<file path="src/rtl/alsu_if.sv">
// Operand/control bundle into the pipelined ALSU and the result bus out of it.
// The master drives operands and controls; the slave (the ALSU) drives results.
interface alsu_if #(
    parameter int WIDTH     = 8,
    parameter int LED_WIDTH = 16
) ();
    logic                   in_valid;
    logic [WIDTH-1:0]       A;
    logic [WIDTH-1:0]       B;
    logic [2:0]             opcode;
    logic                   cin;
    logic                   serial_in;
    logic                   direction;
    logic                   red_op_A;
    logic                   red_op_B;
    logic                   bypass_A;
    logic                   bypass_B;
    logic [2*WIDTH-1:0]     out;
    logic                   out_valid;
    logic                   err;
    logic [LED_WIDTH-1:0]   leds;

    modport master (
        output in_valid, A, B, opcode, cin, serial_in, direction,
               red_op_A, red_op_B, bypass_A, bypass_B,
        input  out, out_valid, err, leds
    );

    modport slave (
        input  in_valid, A, B, opcode, cin, serial_in, direction,
               red_op_A, red_op_B, bypass_A, bypass_B,
        output out, out_valid, err, leds
    );
endinterface

</file>
<file path="src/rtl/alsu_pipe.sv">
// Two-stage pipelined ALSU: stage 1 registers operands/controls, stage 2
// computes the registered result, error flag and the error LED blink.
// SHIFT/ROTATE operate on the current result register, so a shift issued
// right behind another op uses that op's result without a bubble.
module alsu_pipe #(
    parameter int    WIDTH          = 8,
    parameter string INPUT_PRIORITY = "A",
    parameter string FULL_ADDER     = "ON",
    parameter int    LED_WIDTH      = 16,
    parameter int    BLINK_DIV      = 4
) (
    input  logic   clk,
    input  logic   rst,
    alsu_if.slave  bus
);
    localparam int OUT_W = 2 * WIDTH;
    localparam int CNT_W = (BLINK_DIV > 1) ? $clog2(BLINK_DIV) : 1;
    localparam bit PRIO_A = (INPUT_PRIORITY == "A");
    localparam bit FA_ON  = (FULL_ADDER == "ON");

    typedef enum logic [2:0] {
        OP_AND    = 3'd0,
        OP_XOR    = 3'd1,
        OP_ADD    = 3'd2,
        OP_MUL    = 3'd3,
        OP_SHIFT  = 3'd4,
        OP_ROTATE = 3'd5,
        OP_INV6   = 3'd6,
        OP_INV7   = 3'd7
    } op_e;

    typedef struct packed {
        logic [WIDTH-1:0] a;
        logic [WIDTH-1:0] b;
        op_e              opcode;
        logic             cin;
        logic             serial_in;
        logic             direction;
        logic             red_a;
        logic             red_b;
        logic             byp_a;
        logic             byp_b;
    } s1_t;

    s1_t                  s1_d, s1_q;
    logic                 s1_valid_q;
    logic [OUT_W-1:0]     out_d, out_q;
    logic                 err_d, err_q;
    logic                 out_valid_q;
    logic [LED_WIDTH-1:0] leds_d, leds_q;
    logic [CNT_W-1:0]     cnt_d, cnt_q;
    logic                 invalid;
    logic                 red_bit;
    logic [WIDTH:0]       sum;

    assign s1_d = '{a:         bus.A,
                    b:         bus.B,
                    opcode:    op_e'(bus.opcode),
                    cin:       bus.cin,
                    serial_in: bus.serial_in,
                    direction: bus.direction,
                    red_a:     bus.red_op_A,
                    red_b:     bus.red_op_B,
                    byp_a:     bus.bypass_A,
                    byp_b:     bus.bypass_B};

    // Stage 1: capture operands on in_valid, otherwise hold them.
    always_ff @(posedge clk or posedge rst) begin
        // NOTE: state is updated with <= so every register samples pre-edge values.
        if (rst) begin
            s1_q       <= '0;
            s1_valid_q <= 1'b0;
        end else begin
            s1_valid_q <= bus.in_valid;
            if (bus.in_valid) begin
                s1_q <= s1_d;
            end
        end
    end

    assign invalid = (s1_q.opcode == OP_INV6) || (s1_q.opcode == OP_INV7) ||
                     ((s1_q.red_a || s1_q.red_b) &&
                      (s1_q.opcode != OP_AND) && (s1_q.opcode != OP_XOR));

    assign sum = {1'b0, s1_q.a} + {1'b0, s1_q.b} + (WIDTH+1)'(s1_q.cin & FA_ON);

    // Stage 2 next state: bypass beats invalid, invalid beats the opcode.
    always_comb begin
        // NOTE: defaults first so no path leaves a variable unassigned (no latch).
        out_d   = out_q;
        err_d   = err_q;
        red_bit = 1'b0;
        if (s1_valid_q) begin
            if (s1_q.byp_a || s1_q.byp_b) begin
                err_d = 1'b0;
                if (s1_q.byp_a && (!s1_q.byp_b || PRIO_A)) begin
                    out_d = {{WIDTH{1'b0}}, s1_q.a};
                end else begin
                    out_d = {{WIDTH{1'b0}}, s1_q.b};
                end
            end else if (invalid) begin
                out_d = '0;
                err_d = 1'b1;
            end else begin
                err_d = 1'b0;
                unique case (s1_q.opcode)
                    OP_AND, OP_XOR: begin
                        if (s1_q.red_a && (!s1_q.red_b || PRIO_A)) begin
                            red_bit = (s1_q.opcode == OP_AND) ? &s1_q.a : ^s1_q.a;
                            out_d   = {{(OUT_W-1){1'b0}}, red_bit};
                        end else if (s1_q.red_b) begin
                            red_bit = (s1_q.opcode == OP_AND) ? &s1_q.b : ^s1_q.b;
                            out_d   = {{(OUT_W-1){1'b0}}, red_bit};
                        end else if (s1_q.opcode == OP_AND) begin
                            out_d = {{WIDTH{1'b0}}, s1_q.a & s1_q.b};
                        end else begin
                            out_d = {{WIDTH{1'b0}}, s1_q.a ^ s1_q.b};
                        end
                    end
                    OP_ADD:    out_d = OUT_W'(sum);
                    OP_MUL:    out_d = OUT_W'(s1_q.a) * OUT_W'(s1_q.b);
                    OP_SHIFT:  out_d = s1_q.direction ? {out_q[OUT_W-2:0], s1_q.serial_in}
                                                      : {s1_q.serial_in, out_q[OUT_W-1:1]};
                    OP_ROTATE: out_d = s1_q.direction ? {out_q[OUT_W-2:0], out_q[OUT_W-1]}
                                                      : {out_q[0], out_q[OUT_W-1:1]};
                    default:   out_d = '0;
                endcase
            end
        end
    end

    // LED blink next state: all-ones on entering error, toggle every BLINK_DIV clocks.
    always_comb begin
        leds_d = leds_q;
        cnt_d  = cnt_q;
        if (!err_d) begin
            leds_d = '0;
            cnt_d  = '0;
        end else if (!err_q) begin
            leds_d = '1;
            cnt_d  = '0;
        end else if (cnt_q == CNT_W'(BLINK_DIV - 1)) begin
            leds_d = ~leds_q;
            cnt_d  = '0;
        end else begin
            cnt_d = cnt_q + 1'b1;
        end
    end

    // Stage 2 registers: result, error, valid strobe and blink state.
    always_ff @(posedge clk or posedge rst) begin
        // NOTE: every register here is reset so a mid-operation reset flushes the pipe.
        if (rst) begin
            out_q       <= '0;
            err_q       <= 1'b0;
            out_valid_q <= 1'b0;
            leds_q      <= '0;
            cnt_q       <= '0;
        end else begin
            out_q       <= out_d;
            err_q       <= err_d;
            out_valid_q <= s1_valid_q;
            leds_q      <= leds_d;
            cnt_q       <= cnt_d;
        end
    end

    assign bus.out       = out_q;
    assign bus.out_valid = out_valid_q;
    assign bus.err       = err_q;
    assign bus.leds      = leds_q;
endmodule
</file>
<file path="src/flat_wrapper.sv">
// flat-port wrapper written by rule: the top's interface ports become plain ports
module alsu_pipe_flat 
#(
    parameter int    WIDTH          = 8,
    parameter string INPUT_PRIORITY = " ",
    parameter string FULL_ADDER     = "  ",
    parameter int    LED_WIDTH      = 16,
    parameter int    BLINK_DIV      = 4
)
  (clk, rst, bus_in_valid, bus_A, bus_B, bus_opcode, bus_cin, bus_serial_in, bus_direction, bus_red_op_A, bus_red_op_B, bus_bypass_A, bus_bypass_B, bus_out, bus_out_valid, bus_err, bus_leds);
  alsu_if #(.WIDTH(WIDTH), .LED_WIDTH(LED_WIDTH)) bus_i ();
  input  logic clk;
  input  logic rst;
  input wire logic [$bits(bus_i.in_valid)-1:0] bus_in_valid;
  input wire logic [$bits(bus_i.A)-1:0] bus_A;
  input wire logic [$bits(bus_i.B)-1:0] bus_B;
  input wire logic [$bits(bus_i.opcode)-1:0] bus_opcode;
  input wire logic [$bits(bus_i.cin)-1:0] bus_cin;
  input wire logic [$bits(bus_i.serial_in)-1:0] bus_serial_in;
  input wire logic [$bits(bus_i.direction)-1:0] bus_direction;
  input wire logic [$bits(bus_i.red_op_A)-1:0] bus_red_op_A;
  input wire logic [$bits(bus_i.red_op_B)-1:0] bus_red_op_B;
  input wire logic [$bits(bus_i.bypass_A)-1:0] bus_bypass_A;
  input wire logic [$bits(bus_i.bypass_B)-1:0] bus_bypass_B;
  output wire logic [$bits(bus_i.out)-1:0] bus_out;
  output wire logic [$bits(bus_i.out_valid)-1:0] bus_out_valid;
  output wire logic [$bits(bus_i.err)-1:0] bus_err;
  output wire logic [$bits(bus_i.leds)-1:0] bus_leds;
  assign bus_i.in_valid = bus_in_valid;
  assign bus_i.A = bus_A;
  assign bus_i.B = bus_B;
  assign bus_i.opcode = bus_opcode;
  assign bus_i.cin = bus_cin;
  assign bus_i.serial_in = bus_serial_in;
  assign bus_i.direction = bus_direction;
  assign bus_i.red_op_A = bus_red_op_A;
  assign bus_i.red_op_B = bus_red_op_B;
  assign bus_i.bypass_A = bus_bypass_A;
  assign bus_i.bypass_B = bus_bypass_B;
  assign bus_out = bus_i.out;
  assign bus_out_valid = bus_i.out_valid;
  assign bus_err = bus_i.err;
  assign bus_leds = bus_i.leds;
  alsu_pipe #(.WIDTH(WIDTH), .INPUT_PRIORITY(INPUT_PRIORITY), .FULL_ADDER(FULL_ADDER), .LED_WIDTH(LED_WIDTH), .BLINK_DIV(BLINK_DIV)) u_core (.clk(clk), .rst(rst), .bus(bus_i));
endmodule
</file>
<file path="config.mk">
export PLATFORM = sky130hd
export DESIGN_NAME = alsu_pipe_flat
export DESIGN_NICKNAME = d
export VERILOG_FILES = /design/src/rtl/alsu_if.sv /design/src/rtl/alsu_pipe.sv /design/src/flat_wrapper.sv
export SDC_FILE = /design/constraint.sdc
export NUM_CORES = 1
export LEC_CHECK = 0
export BUFFER_PORTS_ARGS = -buffer_cell sky130_fd_sc_hd__buf_2
export CAP_MARGIN = 10
export CORE_AREA = 2 2 96 144
export DETAILED_ROUTE_END_ITERATION = 12
export DIE_AREA = 0 0 98 146
export MAX_ROUTING_LAYER = met4
export SETUP_SLACK_MARGIN = 0.3
export SLEW_MARGIN = 20
export SYNTH_ARGS = -nofsm -noshare
export SYNTH_HDL_FRONTEND = slang
export SYNTH_SLANG_ARGS = --single-unit
export TNS_END_PERCENT = 10
</file>
<file path="constraint.sdc">
create_clock -name clk -period 7.7 [get_ports clk]
set_input_delay 0.77 -clock clk [delete_from_list [all_inputs] [get_ports clk]]
set_output_delay 0.77 -clock clk [all_outputs]
set_load 0.005 [all_outputs]
</file>
==> impl_metrics.json <==
{
  "status": "finished clean",
  "hold_viol": 0,
  "worstSetupEndpointType": "flip-flop",
  "portBuffers": 61,
  "critical_path_class": "flip-flop to flip-flop",
  "synthSimpleGateAreaFrac_pct": 13.14,
  "whs_path_depth": 1,
  "finClkSkew_ns": 0.01252,
  "p_leak_nw": 3.164,
  "max_cap_viol_count": 0,
  "clock_latency_ns": 0.33,
  "synth_warnings": 0,
  "powerDensity_mw_per_mm2": 298.3,
  "crit_slowest_cell": "dfrtp_1",
  "slew_headroom_pct": 30.69,
  "total_power_w": 0.001925,
  "cp-start-kind": "flip-flop",
  "startpoint": "u_core.s1_q[14]$_DFFE_PP0P_",
  "die_w_um": 98,
  "final.setup.tns_ns": 0,
  "die_area_mm2": 0.01431,
  "nFillCells": 1229,
  "netlist-cell-type-count": 66,
  "synth_top_area_share_pct": 27.11,
  "pin_count": 63,
  "yosysTopAreaCell": "dfrtp_1",
  "synth.most_common_cell": "dfrtp_1",
  "cpPeakStageDelay_ns": 0.62,
  "vias": 4531,
  "dp_hpwl_mm": 11.03,
  "grt_start_max_net_pins": 63,
  "min_period_ns": 4.847,
  "setup_ws_ns": 2.853,
  "synth_edf_count": 0,
  "hold_end": "u_core.cnt_q[0]$_DFF_PP0_",
  "start_util_pct": 44.18,
  "post-place-ws_ns": 2.867,
  "ir_drop_mv": 0.1842,
  "grt_remaining_overflow": 0,
  "muxShareOfSynthArea_pct": 9.641,
  "min_path_type": "flip-flop to flip-flop",
  "rsz0062_at_grt": "false",
  "drt-total-wl_mm": 14.50,
  "synthesis.nets": 701,
  "ant_nets": 0,
  "layout.cells.non_filler": 794,
  "grt_pass1_wl_mm": 24.54,
  "synth_xor_area_share_pct": 4.132,
  "synth-compound-area-share_pct": 15.72,
  "vias_per_cell": 5.707,
  "netlist_area_mm2": 0.005723,
  "r2r-end": "u_core.bus.out[13]$_DFFE_PP0P_",
  "r2r_start": "u_core.s1_q[14]$_DFFE_PP0P_",
  "placed_cells": 778,
  "finalSetupViolCount": 0,
  "n_antenna_cell": 0,
  "min_period_over_period_pct": 62.95,
  "r2r_cells": 13,
  "clock_path_buffers": 2,
  "core-area_mm2": 0.01295,
  "ctsResizeCount": 0,
  "cts_tree": "done",
  "crit_arrival_ns": 5.06,
  "nNetsFinal": 749,
  "seq_area_frac_synth_pct": 27.11,
  "synthFlopType": "dfrtp_1",
  "min_from": "u_core.cnt_q[0]$_DFF_PP0_",
  "antenna_found_initial": 0,
  "path_common_cell": "fa_1",
  "post_cts_buffers": 0,
  "clkTransAtPathRegs_ns": 0.06,
  "h-tree-depth": 3,
  "required_ns": 7.91,
  "syn_to_final_growth_pct": 12.75,
  "worst_pin_slew_ns": 1.030,
  "fmax_mhz": 206.3,
  "die_h_um": 146,
  "wl_per_cell_um": 18.27,
  "cts_buffers": 9,
  "cts_sinks": 62,
  "synth_seq_cells": 62,
  "regToRegSetupSlack_ns": 2.85,
  "drtIter0Drc": 191,
  "hold_buffers": 0,
  "synth_top_family_by_area": "adder cells",
  "drc": 0,
  "clockRootBuffer": "clkbuf_16",
  "slew_violations": 0,
  "syn_area_per_cell_um2": 9.833,
  "gr-usage-all-layers_pct": 21.88,
  "synth_cells": 582,
  "dr.pass1.iters": 6,
  "synth_common_cells": "dfrtp_1 (62), inv_1 (57), ha_1 (53)",
  "cp_cell_sequence": "ha_1 > fa_1 > fa_1 > fa_1 > inv_1 > fa_1 > inv_1 > ha_1 > or3_1 > a31o_2 > a41oi_1 > xor2_1 > o21ai_1",
  "synthAdderAreaFrac_pct": 24.53,
  "gp_routability_congestion": 0.8534,
  "whs_ns": 0.4473,
  "drive_above_1_share_pct": 17.95,
  "ys_async_sr_fraction_pct": 100.0,
  "yosys-top-cells-area": "dfrtp_1 (27%), fa_1 (13%), ha_1 (12%)",
  "grt_pass1_vias": 4855,
  "rows": 51,
  "worstPathMaxFanout": 11
}
how the worst max path moves through the flow:
stage	endpoint	cells after the start
2_1_floorplan	u_core.bus.out[10]$_DFFE_PP0P_	14
3_3_place_gp	u_core.bus.out[13]$_DFFE_PP0P_	13
3_5_place_dp	u_core.bus.out[10]$_DFFE_PP0P_	14
4_1_cts	u_core.bus.out[13]$_DFFE_PP0P_	13
5_1_grt	u_core.bus.out[10]$_DFFE_PP0P_	14
6_report	u_core.bus.out[13]$_DFFE_PP0P_	13
critical path, delay by kind of cell (launching register included):
kind	cells	cell delay (ns)
adder cells (fa/ha/maj)	6	2.81
AND/OR/NAND/NOR	1	0.37
AO/OA/AOI/OAI	3	0.61
buffers and inverters	2	0.10
XOR/XNOR	1	0.23
flip-flops	1	0.62
logic make-up after synthesis:
kind of cell / count (synthesis)
buffers and inverters: 84
AND/OR/NAND/NOR: 131
flip-flops: 62
AO/OA/AOI/OAI: 136
adder cells (fa/ha/maj): 90
multiplexers: 52
XOR/XNOR: 27
layout by cell type, fill, tap and decap left out, types with 3 or more instances in the layout:
master	n
dfrtp_1	62
buf_2	61
inv_1	56
ha_1	53
and2_1	46
fa_1	37
a21oi_1	36
mux2i_1	27
mux2_2	25
xnor2_1	24
nand2_1	23
nor2_1	18
o21ai_0	14
a21o_1	13
o21ai_1	12
a211oi_1	9
clkbuf_16	9
nand3_1	8
a22oi_1	5
o22ai_1	5
o21a_1	4
nand2b_1	4
a31oi_1	4
and3_1	4
a211o_1	3
or4_1	3
o2111ai_1	3
xor2_1	3
nand4_1	3
o211ai_1	3
a221oi_1	3
area by class of cell:
| class | instances | area, um2 | share of cell area [%] |
|---|---|---|---|
| Clock buffer | 10 | 239.0 | 3.704 |
| Clock inverter | 6 | 85.08 | 1.319 |
| Inverter | 59 | 221.5 | 3.432 |
| Multi-Input combinational cell | 436 | 3844 | 59.57 |
| Sequential cell | 62 | 1551 | 24.05 |
| Tap cell | 159 | 198.9 | 3.083 |
| Timing Repair Buffer | 62 | 312.8 | 4.848 |
flip-flops by register name (all words and copies together) (netlist names):
register,count
u_core.s1_q,25
u_core.bus.leds,16
u_core.bus.out,16
u_core.cnt_q,2
u_core.bus.err,1
u_core.bus.out_valid,1
u_core.s1_valid_q,1
report_power, final:
group	internal, W	total [W]	leakage, nW	switching (W)
clock network	0.000291	0.000436	0.154	0.000145
logic	0.000458	0.00106	2.23	0.000598
registers	0.000359	0.000433	0.779	0.0000744
total	0.00111	0.00193	3.16	0.000818
layer usage:
| layer | share of wire [%] | global-route usage [%] | vias to the layer above |
|---|---|---|---|
| met5 | 0 | - | - |
| met2 | 54 | 39.21 | 106 |
| li1 | - | - | 2145 |
| met3 | 2.6 | 2.546 | 34 |
| met1 | 41 | 24.48 | 2246 |
| met4 | 3.0 | 8.819 | 0 |
stage by stage:
| stage | util (%) | area [um2] |
|---|---|---|
| after floorplan | - | 5723 |
| after global placement | 47.31 | 6128 |
| after detailed placement | 47.31 | 6128 |
| after CTS | 49.81 | 6452 |
| after global routing | 49.81 | 6452 |
| final | 49.81 | 6452 |
Power figures use the tool's default switching activity.
